===== src/rtl/instr_encoder.sv =====
// instr_encoder: packs RV32I field descriptors into words and streams them to instruction memory (optional ENC_CHECK_EN field checking)
module instr_encoder #(
  parameter int ADDR_W = 10,
  parameter int BASE_ADDR = 0
) (
  input  logic              clk,
  input  logic              rst,
  input  logic              start,
  input  logic              in_valid,
  output logic              in_ready,
  input  logic [2:0]        in_fmt,
  input  logic [6:0]        in_opcode,
  input  logic [4:0]        in_rd,
  input  logic [4:0]        in_rs1,
  input  logic [4:0]        in_rs2,
  input  logic [2:0]        in_funct3,
  input  logic [6:0]        in_funct7,
  input  logic [31:0]       in_imm,
  input  logic              in_last,
  output logic              wr_en,
  output logic [ADDR_W-1:0] wr_addr,
  output logic [31:0]       wr_data,
  input  logic              wr_ready,
  output logic              busy,
  output logic              done,
  output logic [ADDR_W:0]   count,
  output logic              err
);
  typedef enum logic [1:0] {IDLE, ACCEPT, WRITE, DONE} state_t;
  localparam logic [ADDR_W-1:0] LAST_PTR = '1;
  state_t state;
  logic [ADDR_W-1:0] ptr;
  logic last_q;
  logic [31:0] enc;
  logic bad;
  // pack the descriptor fields for the selected format; illegal formats become a NOP
  always_comb
    enc = in_fmt == 3'd0 ? {in_funct7, in_rs2, in_rs1, in_funct3, in_rd, in_opcode} :
          in_fmt == 3'd1 ? {in_imm[11:0], in_rs1, in_funct3, in_rd, in_opcode} :
          in_fmt == 3'd2 ? {in_imm[11:5], in_rs2, in_rs1, in_funct3, in_imm[4:0], in_opcode} :
          in_fmt == 3'd3 ? {in_imm[12], in_imm[10:5], in_rs2, in_rs1, in_funct3, in_imm[4:1], in_imm[11], in_opcode} :
          in_fmt == 3'd4 ? {in_imm[31:12], in_rd, in_opcode} :
          in_fmt == 3'd5 ? {in_imm[20], in_imm[10:1], in_imm[11], in_imm[19:12], in_rd, in_opcode} :
                           32'h0000_0013;
`ifdef ENC_CHECK_EN
  logic fit12, fit13, fit21;
  assign fit12 = &in_imm[31:11] | ~|in_imm[31:11];
  assign fit13 = &in_imm[31:12] | ~|in_imm[31:12];
  assign fit21 = &in_imm[31:20] | ~|in_imm[31:20];
  assign bad = in_fmt > 3'd5 |
               ((in_fmt == 3'd1 | in_fmt == 3'd2) & ~fit12) |
               (in_fmt == 3'd3 & (in_imm[0] | ~fit13)) |
               (in_fmt == 3'd5 & (in_imm[0] | ~fit21)) |
               (in_fmt == 3'd4 & |in_imm[11:0]);
`else
  assign bad = 1'b0;
`endif
  // session FSM with registered handshake and status outputs
  always_ff @(posedge clk or posedge rst)
    if (rst) begin
      state <= IDLE;
      ptr <= '0;
      last_q <= 1'b0;
      in_ready <= 1'b0;
      wr_en <= 1'b0;
      wr_addr <= '0;
      wr_data <= '0;
      busy <= 1'b0;
      done <= 1'b0;
      count <= '0;
      err <= 1'b0;
    end else
      case (state)
        IDLE, DONE:
          if (start) begin
            state <= ACCEPT;
            ptr <= ADDR_W'(BASE_ADDR);
            count <= '0;
            err <= 1'b0;
            in_ready <= 1'b1;
            busy <= 1'b1;
            done <= 1'b0;
          end
        ACCEPT:
          if (in_valid)
            if (bad) begin
              err <= 1'b1;
              if (in_last) begin
                state <= DONE;
                in_ready <= 1'b0;
                busy <= 1'b0;
                done <= 1'b1;
              end
            end else begin
              state <= WRITE;
              wr_data <= enc;
              wr_addr <= ptr;
              last_q <= in_last;
              in_ready <= 1'b0;
              wr_en <= 1'b1;
            end
        default:
          if (wr_ready) begin
            wr_en <= 1'b0;
            ptr <= ptr + 1'b1;
            count <= count + 1'b1;
            if (last_q || ptr == LAST_PTR) begin
              state <= DONE;
              busy <= 1'b0;
              done <= 1'b1;
            end else begin
              state <= ACCEPT;
              in_ready <= 1'b1;
            end
          end
      endcase
endmodule


===== config.mk =====
export PLATFORM = sky130hd
export DESIGN_NAME = instr_encoder
export DESIGN_NICKNAME = d
export VERILOG_FILES = /design/src/rtl/instr_encoder.sv
export SDC_FILE = /design/constraint.sdc
export NUM_CORES = 1
export LEC_CHECK = 0
export ABC_AREA = 1
export CAP_MARGIN = 20
export CORE_ASPECT_RATIO = 1.25
export CORE_UTILIZATION = 45
export DETAILED_ROUTE_END_ITERATION = 10
export PLACE_DENSITY = 0.8
export SLEW_MARGIN = 20
export SYNTH_ARGS = -nofsm -noshare
export SYNTH_HDL_FRONTEND = slang
export SYNTH_SLANG_ARGS = --single-unit

===== constraint.sdc =====
create_clock -name clk -period 2.4 [get_ports clk]
set_input_delay 0.36 -clock clk [delete_from_list [all_inputs] [get_ports clk]]
set_output_delay 0.36 -clock clk [all_outputs]
set_load 0.02 [all_outputs]

# Yosys cells after proc, flatten, opt, wreduce, memory -nomap -nowiden
# Cells that the tools add are included.
[word_totals]
out_inout_bits = 58
latchBits = 0
mem_bits_rw = 0
inputBits = 73
ff_bits = 70
rom_bits = 0
memories = 0
word_cells = 71
[classes]
n_eq_ne = 11
n_addsub = 2
muxes = 32
reduce_logical = 14
n_bitwise = 2
n_div = 0
multipliers = 0
n_shift = 0
n_lt_le_gt_ge = 0
[op_table]
columns = ["operator", "n"]
rows = [
  ["32-bit two-way mux", 6],
  ["11-bit two-way mux", 2],
  ["11-bit one-hot mux with 2 select lines", 1],
  ["10-bit two-way mux", 2],
  ["10-bit one-hot mux with 2 select lines", 1],
  ["11-bit by 1-bit adder with 11-bit output, second input constant", 1],
  ["1-bit two-way mux", 11],
  ["10-bit by 1-bit adder with 10-bit output, second input constant", 1],
  ["10-bit == test, second input constant", 1],
  ["3-bit AND reduction", 3],
  ["2-bit two-way mux", 4],
  ["1-bit one-hot mux with 2 select lines", 4],
  ["4-bit AND reduction", 2],
  ["3-bit by 2-bit == test with 1-bit output, second input constant", 2],
  ["3-bit == test, second input constant", 2],
  ["2-bit nonzero test", 3],
  ["2-bit != test, second input constant", 2],
  ["2-bit one-hot mux with 2 select lines", 1],
  ["3-bit by 1-bit == test with 1-bit output, second input constant", 1],
  ["3-bit logical NOT", 1],
  ["3-bit by 1-bit != test with 1-bit output, second input constant", 1],
  ["3-bit nonzero test", 1],
  ["2-bit by 1-bit == test with 1-bit output, second input constant", 1],
  ["2-bit == test, second input constant", 1],
  ["other kinds (5)", 6],
]

# Depth between registers and ports, before layout
# Gate-level depths: netlist of run 1.
[logic_depth]
word_depth = 7
mapped_depth = 11
mapped_depth_nobuf = 10

# Worst setup path after synthesis of run 1
# Ideal clock, no wire load.
[synth_timing]
path_type = "register -> register"
startpoint = "reg state[0]"
endpoint = "reg count[6]"
n_path_buf = 0
path_stages_with_launch = 11
t_required_ns = 2.283
slack_ns = 0.892
period_less_slack_ns = 1.508
setup_ns = 0.117
arrival_ns = 1.391
path_cell_list = "dfrtp_1 inv_1 ha_1 inv_1 nand3_2 nand2_2 inv_2 nor2_1 nand2_1 nand2_1 nor2_1"
[synth_between]
elab_chain_len = 4
elab_cells_between_ends = 9
cone_classes = "eq/ne (3); mux (1); bitwise (1); reduce/logical (4)"
[synth_lines]
columns = ["item", "line_no", "source"]
rows = [
  ["start, declared", "31", "state_t state;"],
  ["start signal, assigned", "61", "state <= IDLE;"],
  ["start signal, assigned", "76", "state <= ACCEPT;"],
  ["start signal, assigned", "89", "state <= DONE;"],
  ["2-bit == test or 2-bit logical NOT (tied branches)", "73", "case (state)"],
  ["2-bit OR reduction", "73", ""],
  ["2-bit != test (no source line) or 2-bit nonzero test (tied branches)", "-", ""],
  ["3-bit AND reduction (no source line)", "-", ""],
  ["end signal, assigned", "106", "count <= count + 1'b1;"],
  ["end, declared", "26", "output logic [ADDR_W:0] count,"],
]
# Parallel ways exist; a longest one is shown, timed or not.
# A chain may end at the register's enable or synchronous reset.

# Final worst setup path of run 1
[layout_timing]
startpoint = "reg state[0]"
endpoint = "reg ptr[8]"
[layout_between]
elab_chain_len = 4
elab_cells_between_ends = 9
cone_classes = "eq/ne (3); mux (1); bitwise (1); reduce/logical (4)"
[layout_lines]
columns = ["item", "line_no", "source"]
rows = [
  ["2-bit == test or 2-bit logical NOT (tied branches)", "73", ""],
  ["2-bit OR reduction", "73", ""],
  ["2-bit != test (no source line) or 2-bit nonzero test (tied branches)", "-", ""],
  ["3-bit AND reduction (no source line)", "-", ""],
  ["end signal, assigned", "77", "ptr <= ADDR_W'(BASE_ADDR);"],
  ["end signal, assigned", "105", "ptr <= ptr + 1'b1;"],
  ["end, declared", "32", "logic [ADDR_W-1:0] ptr;"],
]
# Parallel ways exist; a longest one is shown, timed or not.

==> results.sh, run 1 <==
export IMPL_vdd_ir_drop_max_v=0.0005957
export IMPL_grt_antenna_before_repair=0
export IMPL_p_clk_frac=0.166
export IMPL_fin_crit_ns=1.885
export IMPL_swShare=0.4188
export IMPL_outcome="finished clean"
export IMPL_grt_use_met3=0.07257
export IMPL_io_pins=131
export IMPL_antenna_left=0
export IMPL_arrival_ns=2.13
export IMPL_ys_types=29
export IMPL_drtPass1Iterations=7
export IMPL_avgSynthCellArea_sq_um=7.601
export IMPL_n_antenna_cell=0
export IMPL_drv_slew=0
export IMPL_grt_ovfl_total=0
export IMPL_gp_congestion=0.9700
export IMPL_p_per_area_nw_per_um2=1119
export IMPL_final_layout_size_suffix_gt1_frac=0.06179
export IMPL_crit_path_top_delay_cell="dfrtp_1"
export IMPL_stdcell_area_sq_um=5235
export IMPL_synth_top_area_frac=0.4811
export IMPL_cp_cell_sequence="inv_1 > ha_1 > inv_1 > nand3_2 > nand2_2 > inv_2 > nor2_1 > nand2_1 > nand2_1 > nor2_1"
export IMPL_r2r_end="ptr[8]"
export IMPL_clock_latency_ns=0.35
export IMPL_crit_path_max_fanout=16
export IMPL_grt_busiest_layer="met2"
export IMPL_drc_errors=0
export IMPL_cts_setup_buffers=0
export IMPL_dpl_hpwl_mm=8.066
export IMPL_die_w_um=82.46
export IMPL_ys_ff_latch=70
export IMPL_clk_pin_slew_worst_paths_ns=0.08
export IMPL_final_hold_viol_count=0
export IMPL_cts_root_buf="clkbuf_8"
export IMPL_placed_cell_area_sq_um=5039
export IMPL_ys_warn_count=0
export IMPL_yosys_top_cells_area="dfrtp_1 (48%), nand2_1 (14%), nor2_1 (6.5%)"
export IMPL_route_vias_total=3863
export IMPL_syn_area_sq_um=3641
export IMPL_met1_usage=0.3104
export IMPL_track_usage=0.2684
export IMPL_cts_htree_levels=3
export IMPL_end_kind="flip-flop"
export IMPL_netlist_instances=479
export IMPL_fin_skew_ns=0.006328
export IMPL_yosysMostFrequentCell="nand2_1"
export IMPL_combPwrFrac=0.496
export IMPL_first_global_vias=3690
export IMPL_vias_per_cell=5.441
export IMPL_criticalPathCategory="reg2reg"
export IMPL_cp_data_required_time_ns=2.64
export IMPL_cts_tree="done"
export IMPL_p_leak_nw=2.380
export IMPL_p_sw_w=0.002452
export IMPL_setup_violations=0
export IMPL_met2_usage=0.4584
export IMPL_cts_resized=0
export IMPL_nets=689
export IMPL_internal_power_w=0.003403
export IMPL_die_y_um=102.6
export IMPL_synth_yosys_seq_area_share=0.4811
export IMPL_wl_per_cell_um=15.24
export IMPL_startpoint_type="flip-flop"
export IMPL_fmax_mhz=530.5
export IMPL_synth_top_area_cell="dfrtp_1"
export IMPL_power_share_sequential=0.338
export IMPL_r2r_cells=10
export IMPL_coreArea_sq_um=7838
export IMPL_min_path_type="in2async"
export IMPL_ctsHoldBuffers=0
export IMPL_synth_nets=557
export IMPL_wl_mm=10.82
export IMPL_drt_initial_drc_count=223
export IMPL_synth_main_ff_cell="dfrtp_1"
export IMPL_synth_common_cells="nand2_1 (137), dfrtp_1 (70), nor2_1 (63)"
export IMPL_fin_setup_tns_ns=0
export IMPL_portBuffers=129
export IMPL_cts_sinks=70
export IMPL_grt_first_pass_wirelength_mm=16.99
export IMPL_clock_path_buffers=2
export IMPL_initial_core_util=0.4646
export IMPL_min_period_over_period=0.7855
export IMPL_dieArea_sq_um=8457
export IMPL_synthToLayoutAreaGrowth_pct=43.78
export IMPL_r2r_start="state[0]"
export IMPL_cpPeakStageDelay_ns=0.40
export IMPL_rows=36
export IMPL_synth_async_reset_ratio=1.000
export IMPL_r2r_setup_slack_ns=0.51
export IMPL_grt_max_degree=43
export IMPL_rsz0062_at_grt="false"
export IMPL_synth_edf_count=0
export IMPL_maxCapViolations=0
export IMPL_cts_buffers=9
-- layer usage --
metal,share of wire,vias to the layer above,wire length [um]
met5,0,-,0
met4,0.022,0,240
met3,0.11,28,1241
met2,0.49,200,5295
met1,0.37,1806,4040
li1,-,1829,-
-- cell families (layout without fill, tap and decap cells) --
group	Yosys count	after routing	synth area share
and+or+nand+nor	255	255	0.2918
AOI/OAI and AO/OA	84	84	0.1299
adders and majority gates	5	5	0.01718
other	1	1	0.001030
buffers and inverters	63	199	0.07663
DFF	70	70	0.4811
xor gates and xnor gates	1	1	0.002406
-- power by group through the flow --
stage / combinational (W) / sequential (W) / clock (W)
finish: 0.00290 / 0.00198 / 0.000974
global route: 0.00320 / 0.00204 / 0.00104
CTS: 0.00292 / 0.00198 / 0.000986
detailed placement: 0.00291 / 0.00200 / 0
global placement: 0.00283 / 0.00198 / 0
floorplan: 0.00114 / 0.00242 / 0
-- sequential cells by signal (all words and copies together), names as in the netlist --
register  count
busy          1
count        11
done          1
in_ready      1
last_q        1
ptr          10
state         2
wr_addr      10
wr_data      32
wr_en         1
-- worst max path at each step --
| stage | slack (ns) | end | depth (start not counted) | startpoint |
|---|---|---|---|---|
| floorplan | 0.27 | busy | 1 | rst |
| global placement | 0.43 | wr_data[21] | 10 | in_fmt[1] |
| detailed placement | 0.33 | wr_data[22] | 10 | in_fmt[1] |
| CTS | 0.53 | ptr[8] | 10 | state[0] |
| global route | 0.34 | ptr[8] | 10 | state[0] |
| finish | 0.51 | ptr[8] | 10 | state[0] |
-- placed cells by master (no fill, tap or decap), types with 3 or more instances in the layout --
master and n:
nand4_1 16, clkbuf_8 10, buf_4 11, nor2_1 63, a41oi_1 6, clkdlybuf4s50_1 129, inv_2 3, a21oi_1 29
a221oi_1 4, o21ai_0 38, dfrtp_1 70, ha_1 5, nand2_2 3, nand3_1 32, nand2_1 137, inv_1 39
-- area by class of cell --
class / count / area [sq um]
repair buffers: 141 / 1394
multi-input cells: 346 / 1610
clock inverters: 5 / 58.81
fillers: 670 / 2603
flip-flops and latches: 70 / 1752
clock buffers: 10 / 137.6
well taps: 95 / 118.9
inverters: 43 / 163.9
-- critical path, delay by kind of cell (launching register included) --
family	cells	cell delay, ns
fa+ha+maj	1	0.34
simple gates	6	0.74
buf+inv	3	0.31
flops	1	0.40
-- metrics by stage --
step	worst slack (ns)	std cells	util	total power [W]	hold slack, ns
detailed placement	0.3330	695	0.6429	0.004906	0.4653
global placement	0.4317	695	0.6429	0.004805	0.4634
CTS	0.5304	710	0.6679	0.005885	0.3424
finish	0.5149	710	0.6679	0.005855	0.3502
global route	0.3411	710	0.6679	0.006277	0.3621
floorplan	0.2718	479	-	0.003559	0.4810
Power figures use the tool's default switching activity.
==> inputs of run 2 (changes only) <==
Settings changed: CORE_UTILIZATION 45 to 41, PLACE_DENSITY 0.8 to 0.77.
Clock period 2.4 ns to 1.6 ns, I/O delays scaled along.
==> run 2 against run 1 <==
  * Final cell count increased by 6.9%
  * Die area grew 9.5%
  * Sequential power is 49% higher
  * Combinational power rose by 69%
  * Clock power rose by 81%
  * Clock skew fell by 0.00096 ns
  * Critical endpoint is now wr_data[31]
==> results.sh, run 2 (synthesis gave the netlist of run 1 again) <==
export IMPL_cp_data_required_time_ns=1.36
export IMPL_cts_htree_levels=3
export IMPL_coreArea_sq_um=8653
export IMPL_min_period_over_period=0.9911
export IMPL_grt_ovfl_total=0
export IMPL_crit_family="buffers and inverters"
export IMPL_fin_skew_ns=0.005368
export IMPL_portBuffers=129
export IMPL_swShare=0.4027
export IMPL_p_total_w=0.009608
export IMPL_p_leak_nw=2.775
export IMPL_grt_first_pass_wirelength_mm=17.97
export IMPL_end_kind="output port"
export IMPL_crit_path_top_delay_cell="clkdlybuf4s50_1"
export IMPL_power_share_sequential=0.307
export IMPL_layout_common_cells="nand2_1 (136), clkdlybuf4s50_1 (99), dfrtp_1 (70)"
export IMPL_worstPathBufferInverterCount=1
export IMPL_dpl_hpwl_mm=8.279
export IMPL_fin_crit_ns=1.586
export IMPL_r2r_setup_slack_ns=0.08
export IMPL_met1_usage=0.3091
export IMPL_setup_violations=0
export IMPL_vias_per_cell=5.165
export IMPL_n_antenna_cell=0
export IMPL_combPwrFrac=0.510
export IMPL_die_w_um=86.29
export IMPL_final_hold_viol_count=0
export IMPL_clock_path_buffers=2
export IMPL_grt_use_met3=0.05905
export IMPL_drtPass1Iterations=5
export IMPL_drc_errors=0
export IMPL_rows=38
export IMPL_r2r_cells=9
export IMPL_crit_path_max_fanout=2
export IMPL_criticalPathCategory="reg2out"
export IMPL_clk_pin_slew_worst_paths_ns=0.07
export IMPL_clock_latency_ns=0.35
export IMPL_fin_setup_tns_ns=0
export IMPL_wl_per_cell_um=15.02
export IMPL_track_usage=0.2504
export IMPL_nFillCells=740
export IMPL_internal_power_w=0.005739
export IMPL_fmax_mhz=630.6
export IMPL_r2r_start="state[0]"
export IMPL_cp_cell_sequence="clkdlybuf4s50_1"
export IMPL_largest_reg_flops=32
export IMPL_arrival_ns=1.35
export IMPL_cpPeakStageDelay_ns=0.63
export IMPL_initial_core_util=0.4208
export IMPL_maxCapViolations=0
export IMPL_outcome="finished clean"
export IMPL_p_per_area_nw_per_um2=1703
export IMPL_io_pins=131
export IMPL_route_vias_total=3920
export IMPL_min_path_type="in2async"
export IMPL_cts_sinks=70
export IMPL_grt_busiest_layer="met2"
export IMPL_vdd_ir_drop_max_v=0.001112
export IMPL_startpoint_type="flip-flop"
export IMPL_cts_root_buf="clkbuf_8"
export IMPL_cts_tree="done"
export IMPL_wl_mm=11.40
export IMPL_first_global_vias=3633
export IMPL_reg_top3="wr_data (32), count (11)"
export IMPL_fin_util=0.6521
export IMPL_p_sw_w=0.003870
export IMPL_final_common_cell="nand2_1"
export IMPL_dieArea_sq_um=9264
export IMPL_met2_usage=0.4240
export IMPL_cts_buffers=9
export IMPL_grt_antenna_before_repair=0
export IMPL_synthToLayoutAreaGrowth_pct=54.98
export IMPL_r2r_end="state[1]"
export IMPL_die_y_um=107.4
export IMPL_dp_cells=738
export IMPL_regMostFlops="wr_data"
export IMPL_drv_slew=0
export IMPL_antenna_left=0
export IMPL_drt_initial_drc_count=197
export IMPL_grt_max_degree=71
export IMPL_nets=713
export IMPL_fin_cells=759
export IMPL_gp_congestion=0.9048
export IMPL_final_layout_size_suffix_gt1_frac=0.1127
export IMPL_p_clk_frac=0.183
==> run 2: changes by cell type in the layout (fill, tap and decap cells not counted), moves of 3 or more <==
| cell | delta |
|---|---|
| dlygate4sd2_1 | +13 |
| buf_12 | +3 |
| clkdlybuf4s50_1 | -30 |
| inv_1 | -4 |
| dlymetal6s2s_1 | +17 |
| buf_4 | +19 |
==> run 2: power by group through the flow <==
| stage | Clock [W] | Combinational, W | Sequential, W |
|---|---|---|---|
| after global placement | 0 | 0.00449 | 0.00296 |
| after global routing | 0.00187 | 0.00530 | 0.00303 |
| after CTS | 0.00179 | 0.00464 | 0.00295 |
| final | 0.00176 | 0.00490 | 0.00295 |
| after detailed placement | 0 | 0.00460 | 0.00299 |
| after floorplan | 0 | 0.00171 | 0.00363 |
==> run 2: timing repair <==
action	in CTS	in global routing
setup buffers	0	4
gates resized for setup	16	30
endpoints found under the setup margin	23	44
pin swaps	1	3
gates cloned	1	1
hold buffers	0	0
==> run 2: cell type report <==
cell class / instances / area [sq um] / share of cell area
Clock inverter: 5 / 106.4 / 0.01885
Timing Repair Buffer: 164 / 1648 / 0.2920
Multi-Input combinational cell: 347 / 1679 / 0.2976
Inverter: 43 / 170.2 / 0.03016
Tap cell: 120 / 150.1 / 0.02661
Sequential cell: 70 / 1752 / 0.3104
Clock buffer: 10 / 137.6 / 0.02439
==> run 2: how the worst max path moves through the flow <==
stage | start | cells past startpoint | to | slack (ns)
3_5_place_dp | in_fmt[1] | 7 | wr_data[24] | -0.09
3_3_place_gp | in_fmt[2] | 7 | wr_data[27] | -0.07
5_1_grt | state[0] | 9 | state[1] | -0.04
2_1_floorplan | state[0] | 10 | count[6] | 0.09
4_1_cts | wr_addr[9] | 1 | wr_addr[9] | 0.0002
6_report | wr_data[31] | 1 | wr_data[31] | 0.01
==> run 2: per-stage QoR <==
step / hold slack (ns) / instance area [sq um] / setup WS [ns]
finish: 0.3312 / 5643 / 0.01428
global route: 0.3674 / 5643 / -0.04425
CTS: 0.3528 / 5488 / 0.0001679
detailed placement: 0.4695 / 5246 / -0.09303
global placement: 0.4646 / 5246 / -0.06716
floorplan: 0.3610 / 3645 / 0.09204
==> run 2: layer usage <==
layer,up-vias,routed length (um)
li1,1883,-
met3,21,987
met4,0,184
met5,-,0
met2,184,5569
met1,1832,4662
==> run 2: worst min-delay path, cell delays in order <==
cell	delay [ns]
clkdlybuf4s50_1	0.44
clkinvlp_4	0.10
buf_12	0.30
==> inputs of run 3 (changes only) <==
Settings changed: CORE_UTILIZATION 41 to 57, CTS_CLUSTER_SIZE from default to 8, DONT_BUFFER_PORTS from default to 1, PLACE_DENSITY 0.77 to 0.75.
==> run 3 against run 2 <==
  * Setup slack better by 0.052 ns
  * First-iteration DRC count shrank 15%
  * Critical path type is now reg2reg
  * Non-clock buffer count decreased by 133
  * Flip-flop and latch count unchanged
  * Sequential power is 25% higher
  * Largest power group is now sequential cells
  * Hold slack worse by 0.31 ns
  * Largest cell class unchanged
==> results.sh, run 3 (synthesis gave the netlist of run 1 again) <==
export IMPL_grt_ovfl_total=0
export IMPL_die_y_um=91.36
export IMPL_criticalPathCategory="reg2reg"
export IMPL_regMostFlops="wr_data"
export IMPL_nFillCells=536
export IMPL_dp_cells=571
export IMPL_worst_path_most_repeated_cell="inv_2"
export IMPL_dieArea_sq_um=6713
export IMPL_min_path_type="in2reg"
export IMPL_top_layer="met4"
export IMPL_portBuffers=0
export IMPL_antenna_left=0
export IMPL_fmax_mhz=652.1
export IMPL_die_w_um=73.49
export IMPL_p_per_area_nw_per_um2=1970
export IMPL_route_vias_total=3332
export IMPL_first_global_vias=3077
export IMPL_hold_end="wr_data[17]"
export IMPL_pre_cts_slack_ns=-0.08693
export IMPL_crit_path_top_delay_cell="dfrtp_1"
export IMPL_layout_common_cells="nand2_1 (136), dfrtp_1 (70), nor2_1 (59)"
export IMPL_drt_initial_drc_count=167
export IMPL_n_antenna_cell=0
export IMPL_gp_congestion=0.8450
export IMPL_startpoint_type="flip-flop"
export IMPL_cpPeakStageDelay_ns=0.41
export IMPL_clk_pin_slew_worst_paths_ns=0.08
export IMPL_drc_errors=0
export IMPL_reg_top3="wr_data (32), count (11)"
export IMPL_route_met3_wl_um=711
export IMPL_synthToLayoutAreaGrowth_pct=16.19
export IMPL_r2r_cells=10
export IMPL_arrival_ns=1.78
export IMPL_clock_path_buffers=2
export IMPL_vdd_ir_drop_max_v=0.001293
export IMPL_grt_antenna_before_repair=0
export IMPL_r2r_end="ptr[8]"
export IMPL_cts_root_buf="clkbuf_8"
export IMPL_end_kind="flip-flop"
export IMPL_fin_util=0.6861
export IMPL_wl_mm=9.557
export IMPL_whs_path_depth=2
export IMPL_cts_sinks=70
export IMPL_largest_reg_flops=32
export IMPL_grt_max_degree=27
export IMPL_drv_slew=0
export IMPL_initial_core_util=0.5905
export IMPL_placed_cell_area_sq_um=3889
export IMPL_route_met2_wl_mm=4.994
export IMPL_hold_path_startpoint="in_imm[17]"
export IMPL_grt_first_pass_wirelength_mm=14.68
export IMPL_cts_tree="done"
export IMPL_cp_data_required_time_ns=1.84
export IMPL_outcome="finished clean"
export IMPL_maxCapViolations=0
export IMPL_final_hold_viol_count=0
export IMPL_vias_per_cell=5.628
export IMPL_coreArea_sq_um=6166
export IMPL_worst_pin_slew_ns=0.5744
export IMPL_fin_skew_ns=0.009284
export IMPL_cp_cell_sequence="inv_2 > ha_4 > inv_2 > nand3_4 > nand2_4 > inv_2 > nor2_1 > nand2_1 > nand2_1 > nor2_1"
export IMPL_drtPass1Iterations=4
export IMPL_clock_latency_ns=0.35
export IMPL_crit_path_max_fanout=7
export IMPL_final_common_cell="nand2_1"
export IMPL_stdcell_area_sq_um=4230
export IMPL_setup_violations=0
export IMPL_cts_buffers=9
export IMPL_hold_ws_ns=0.01758
export IMPL_met1_length_mm=3.583
export IMPL_io_pins=131
export IMPL_track_usage=0.2906
export IMPL_dpl_hpwl_mm=6.949
export IMPL_worst_slack_ns=0.06650
export IMPL_wl_per_cell_um=16.14
export IMPL_cts_htree_levels=3
export IMPL_r2r_setup_slack_ns=0.07
export IMPL_final_layout_size_suffix_gt1_frac=0.1381
export IMPL_p_leak_nw=2.019
export IMPL_fin_crit_ns=1.533
export IMPL_nets=580
export IMPL_rows=32
export IMPL_fin_cells=592
export IMPL_slew_headroom=0.6163
export IMPL_min_period_over_period=0.9584
export IMPL_r2r_start="state[0]"
run 3: routing by layer:
layer / up-vias / global-route usage
met3: 23 / 0.06104
met5: - / 0
met4: 0 / 0.1378
met1: 1557 / 0.3232
li1: 1615 / -
met2: 137 / 0.5138
run 3: worst max-delay path by stage:
stage,start,to,slack (ns),depth (start not counted)
floorplan,state[0],count[6],0.09,10
global placement,state[0],count[6],0.01,10
detailed placement,state[0],count[6],-0.09,10
CTS,state[1],wr_data[27],0.007,7
global route,state[0],count[6],-0.02,10
finish,state[0],ptr[8],0.07,10
run 3: worst max-delay path: cells and delay by family (launching register included):
family / cells / cell delay (ns)
fa+ha+maj: 1 / 0.26
flops: 1 / 0.41
simple gates: 6 / 0.53
buf+inv: 3 / 0.24
run 3: where the power goes:
part	internal, W	total, W	switching, W	leakage (nW)
clock	0.000963	0.00165	0.000688	0.116
combinational	0.00119	0.00298	0.00179	1.03
sequential	0.00247	0.00370	0.00123	0.877
run 3: what timing repair did:
| item | CTS | global route |
|---|---|---|
| buffers inserted | 0 | 3 |
| setup endpoints to repair | 10 | 40 |
| gates resized for setup | 4 | 15 |
| cloned | 1 | 0 |
| hold buffers | 1 | 0 |
| pin swaps | 1 | 2 |
| endpoints found under the hold margin | 22 | 0 |
run 3: per-stage QoR:
step,TNS [ns],power [W]
after floorplan,0,0.005339
after global placement,0,0.006220
after detailed placement,-0.3615,0.006362
after CTS,0,0.008136
after global routing,-0.06063,0.008850
final,0,0.008334
run 3: area by class of cell:
class | count | area (sq um) | area share
Clock inverter | 5 | 81.33 | 0.01923
Multi-Input combinational cell | 347 | 1680 | 0.3972
Timing Repair Buffer | 31 | 289.0 | 0.06832
Inverter | 43 | 170.2 | 0.04022
Tap cell | 85 | 106.4 | 0.02514
Clock buffer | 11 | 151.4 | 0.03579
Sequential cell | 70 | 1752 | 0.4141
